[src/rtl/onehot_decoder_pipe.sv]
// onehot_decoder_pipe: single-entry registered binary-to-one-hot decoder with valid/ready handshake.
// Optional macro: DEC_RANGE_ERR_EN enables the sticky out-of-range err flag (otherwise err is tied to 0).
// Ports:
//   clk, rst_n            - clock, synchronous active-low reset
//   in_valid/in_ready     - input handshake carrying in_sel [SEL_W-1:0]
//   flush                 - discard pending output, block input this cycle
//   out_valid/out_ready   - output handshake carrying out_onehot [NUM_OUT-1:0]
//   err, err_clr          - sticky out-of-range flag and its clear
module onehot_decoder_pipe #(
    parameter int SEL_W   = 4,
    parameter int NUM_OUT = 16,
    parameter int HOLD    = 0
) (
    input  logic               clk,
    input  logic               rst_n,
    input  logic               in_valid,
    output logic               in_ready,
    input  logic [SEL_W-1:0]   in_sel,
    input  logic               flush,
    output logic               out_valid,
    input  logic               out_ready,
    output logic [NUM_OUT-1:0] out_onehot,
    output logic               err,
    input  logic               err_clr
);
    logic               out_valid_q, out_valid_d;
    logic [NUM_OUT-1:0] out_onehot_q, out_onehot_d;
    logic [NUM_OUT-1:0] dec;
    logic               accept;

    // Ready depends only on state, flush and out_ready, never on in_valid.
    assign in_ready = rst_n && !flush && (!out_valid_q || out_ready);
    assign accept   = in_valid && in_ready;

    always_comb begin
        dec = '0;
        // Codes at or above NUM_OUT match no bit and decode to an all-zero word.
        for (int i = 0; i < NUM_OUT; i++)
            dec[i] = (in_sel == SEL_W'(i));
        out_valid_d  = flush ? 1'b0 : accept ? 1'b1 : out_ready ? 1'b0 : out_valid_q;
        out_onehot_d = accept ? dec : (!out_valid_d && HOLD == 0) ? '0 : out_onehot_q;
    end

    always_ff @(posedge clk) begin
        if (!rst_n) begin
            out_valid_q  <= 1'b0;
            out_onehot_q <= '0;
        end else begin
            out_valid_q  <= out_valid_d;
            out_onehot_q <= out_onehot_d;
        end
    end

    assign out_valid  = out_valid_q;
    assign out_onehot = out_onehot_q;

`ifdef DEC_RANGE_ERR_EN
    logic err_q, err_d;
    logic oor;

    assign oor = accept && (int'(in_sel) >= NUM_OUT);

    // A new out-of-range accept takes priority over a simultaneous clear.
    always_comb err_d = oor ? 1'b1 : err_clr ? 1'b0 : err_q;

    always_ff @(posedge clk) begin
        if (!rst_n)
            err_q <= 1'b0;
        else
            err_q <= err_d;
    end

    assign err = err_q;
`else
    logic unused_err_clr;

    assign unused_err_clr = err_clr;
    assign err            = 1'b0;
`endif
endmodule

[config.mk]
export PLATFORM = sky130hd
export DESIGN_NAME = onehot_decoder_pipe
export DESIGN_NICKNAME = d
export VERILOG_FILES = /design/src/rtl/onehot_decoder_pipe.sv
export SDC_FILE = /design/constraint.sdc
export NUM_CORES = 1
export LEC_CHECK = 0
export CAP_MARGIN = 30
export CORE_MARGIN = 1.5
export CORE_UTILIZATION = 35
export CTS_BUF_LIST = sky130_fd_sc_hd__clkbuf_4
export DETAILED_ROUTE_END_ITERATION = 10
export PLACE_DENSITY = 0.74
export SLEW_MARGIN = 25
export SYNTH_ARGS = -nofsm -noshare
export SYNTH_HDL_FRONTEND = slang
export SYNTH_SLANG_ARGS = --single-unit
[constraint.sdc]
create_clock -name clk -period 1.3 [get_ports clk]
set_clock_uncertainty 0.15 [all_clocks]
set_input_delay 0.26 -clock clk [delete_from_list [all_inputs] [get_ports clk]]
set_output_delay 0.26 -clock clk [all_outputs]
set_load 0.03 [all_outputs]
Word level (Yosys, flattened, before mapping). Cells that the tools add are included.

Word-level logic and storage cells: 30. Flip-flop bits (word level): 17. Output and inout bits: 19.

Reduce and logical (&&, ||, !) cells: 7. Multiplexer cells: 5. Equal/unequal tests: 16.

Operators with widths (count): $eq 4x4->1 const B (8); $mux 16 (2); $eq 4x3->1 const B (4); $eq 4x2->1 const B (2); $eq 4x1->1 const B (1); $logic_not 4->1 (1); $logic_and 1x1->1 (3); $mux 1 (3); $logic_not 1->1 (2); $ne 2x1->1 const B (1); $logic_or 1x1->1 (1).

Longest topological paths before layout. Gate-level depths: netlist (run 1).

Depth after elaboration: 8. Mapped depth: 5.

Worst setup path before layout (run 1). Ideal clock, no wire load.

Kind: register to register. Start point: reg out_valid_q, in the netlist out_valid. End point: reg out_onehot_q[13], in the netlist out_onehot[13]. Clock period less this slack: 1.531 ns. Path buffers: 0. Cell stages (with the launch flop): 4. Slack: -0.231 ns. Library setup time: 0.117 ns. Arrival: 1.264 ns. Cells stage by stage: dfxtp_1 > nor2b_1 > nor3_1 > a32o_1.

Longest elaborated chain between the ends: 7. Elaborated cells between the ends (all ways): 9. Classes of those cells: eq/ne (1); mux (4); reduce/logical (4).

RTL lines: start: declaration (RTL line 26) `logic out_valid_q, out_valid_d;`; start signal: assignment (RTL line 49) `out_valid_q <= out_valid_d;`; $logic_not 1->1 (RTL line 32) `assign in_ready = rst_n && !flush && (!out_valid_q || out_ready);`; $logic_or 1x1->1 (RTL line 32); $logic_and 1x1->1 (RTL line 32); $logic_and 1x1->1 (RTL line 33) `assign accept = in_valid && in_ready;`; $mux 1 (2 in series) (RTL line 40) `out_valid_d = flush ? 1'b0 : accept ? 1'b1 : out_ready ? 1'b0 : out_valid_q;`; $ne 2x1->1 (no line); end signal: assignment (RTL line 50) `out_onehot_q <= out_onehot_d;`; end: declaration (RTL line 27) `logic [NUM_OUT-1:0] out_onehot_q, out_onehot_d;`.

Several ways; a longest one is shown, not always the timed one. A chain may end at the register's enable or synchronous reset.

Worst setup path after layout (run 1).
Start point: reg out_valid_q, in the netlist out_valid. End point: out in_ready.

Longest elaborated chain between the ends: 3.

RTL lines: $logic_not 1->1 (RTL line 32); $logic_or 1x1->1 (RTL line 32); $logic_and 1x1->1 (RTL line 32); end: declaration (RTL line 17) `output logic in_ready,`.

Every way passes these cells.

==> results of run 1 <==
flip-flops by register name (all words and copies together), names as in the netlist:
register,cells
out_valid,1
out_onehot,16
cell usage after synthesis (all sizes together):
cell / count / area (um2)
dfxtp: 17 / 340
a22o: 12 / 106
a32o: 4 / 41.3
nor2: 4 / 15.0
nor3: 4 / 25.0
buf: 3 / 30.0
nor2b: 3 / 18.8
nand3b: 2 / 15.0
conb: 1 / 3.75
nand2b: 1 / 13.8
nand3: 1 / 5.00
nor3b: 1 / 18.8
or3b: 1 / 8.76
final cells by class:
class	instances	area, um2	share of cell area
Clock buffer	4	30.0	0.0270
Multi-Input combinational cell	34	329	0.296
Timing Repair Buffer	42	379	0.341
Sequential cell	17	342	0.307
Tap cell	25	31.3	0.0282
logic make-up (layout without fill, tap and decap cells):
kind of cell / count (synthesis) / after routing / share of synthesized area
AOI/OAI and AO/OA: 16 / 16 / 0.230
buffers and inverters: 3 / 46 / 0.0468
DFF: 17 / 17 / 0.530
other: 1 / 1 / 0.00584
and+or+nand+nor: 17 / 17 / 0.187
worst paths after layout:
check	cells after the start	startpoint	slack, ps	to
setup reg to reg	5	out_valid	-70	out_onehot[12]
hold reg to reg	1	out_onehot[12]	330	out_onehot[12]
setup / recovery	4	out_valid	-190	in_ready
hold / removal	3	in_valid	250	out_valid
worst max-delay path: stages (launching register included):
cell,delay [ps]
dfxtp_2,340
nor2b_4,130
buf_6,120
nor2_4,70
buf_6,130
layer usage:
metal	global-route usage	vias up	share of wire
met5	0	-	0
met4	0.0857	0	0.015
met3	0.0595	4	0.043
met2	0.268	16	0.54
met1	0.217	293	0.40
li1	-	292	-
report_power, final:
part           total (mW)  internal [mW]  switching (mW)
Clock               0.294          0.140           0.154
Combinational       0.140         0.0708          0.0693
Sequential          0.528          0.525         0.00272
what timing repair did:
action,in CTS,in global routing
pin swaps,3,4
buffers inserted,3,2
cloned,0,1
setup endpoints to repair,18,18
hold endpoints to repair,0,0
gates resized for setup,18,4
==> flow_summary.yaml, run 1 <==
route:
  drc: 0
  wl_per_cell_um: 14.3
  wl_um: 1740
  vias: 605
  dr.pass1.iters: 4
  vias_per_cell: 4.96
  drt_iter0_markers: 3
  detail-route-antenna-nets: 0
clock_tree:
  hold_buffers: 0
  htreeDepth: 1
  cts.sinks: 17
  cts_tree: "done"
  clk_pin_slew_worst_paths_ps: 90
  cts_buffers: 3
  clockBufferDepth: 2
  cts_root_buf: "clkbuf_4"
  clk_latency_ps: 290
yosys:
  syn-cell-area_um2: 642
  synthCells: 54
  ys_warn_count: 0
  synth_seq_cells: 17
  synth_cell_types: 17
  syn_nets: 64
  avgSynthCellArea_um2: 11.9
  yosysSeqAreaShare: 0.530
die:
  dieWidth_um: 45.8
  initial_core_util: 0.372
  rows: 15
  dieArea_mm2: 0.00210
  fp.dieH_um: 45.8
  core_region_area_mm2: 0.00173
  top_level_ports: 29
cells_and_area:
  syn_to_final_growth_pct: 73.1
  most-common-layout-cells: "27 x buf_4, 16 x dfxtp_1, 11 x a22o_1"
  num_antenna_cells: 0
  final_util: 0.643
  finalNonFillerCells: 122
  drive_gt1_frac: 0.515
  layout_commonest_cell: "buf_4"
  final_nets: 108
  fill_cells: 140
  final_cell_area_mm2: 0.00111
timing:
  setup_violations: 18
  rsz0062_at_grt: "true"
  slew_viol_final: 0
  period_share: 1.14
  finalCriticalPeriod_ps: 1490
  fmax_mhz: 672
  finalHoldViolations: 0
  setup_slack_ps: -188
  holdWs_ps: 254
  tns_ps: -915
worst_setup_path:
  cp_max_fo: 2
  crit_path_end_kind: "output port"
  critPathArrivalTime_ps: 1080
  cp_data_required_time_ps: 890
  worstSetupStartpointType: "register"
  path_class: "reg -> out"
grt:
  grt_first_pass_wirelength_um: 2510
  gr-total-overflow: 0
  grt_pass1_vias: 561
  grt_antenna_before_repair: 0
  grt_use_total: 0.174
  grt_max_degree: 17
placement:
  gp_congestion: 0.721
  placed_area_um2: 977
  dp_cells: 113
  dp_hpwl_um: 1130
  io_buffer_count: 26
  pre_cts_ws_ps: -596
job:
  maxCapViolations: 0
run_status:
  violations: "setup timing"
  status: "complete, but fails checks"
power:
  ir_worst_vdd_uv: 530
  p_total_uw: 962
  p_per_area_mw_per_mm2: 865
  leakage_nw: 0.487
hold_path:
  min-delay-path-class: "in -> reg"
No activity file was read; power rests on OpenSTA's default activity.
==> run 2, diff against run 1 <==
Settings changed: CTS_CLUSTER_DIAMETER from default to 120, TNS_END_PERCENT from default to 100.
==> results of run 2 <==
No change in the layout: final DEF, timing and power equal those of run 1.
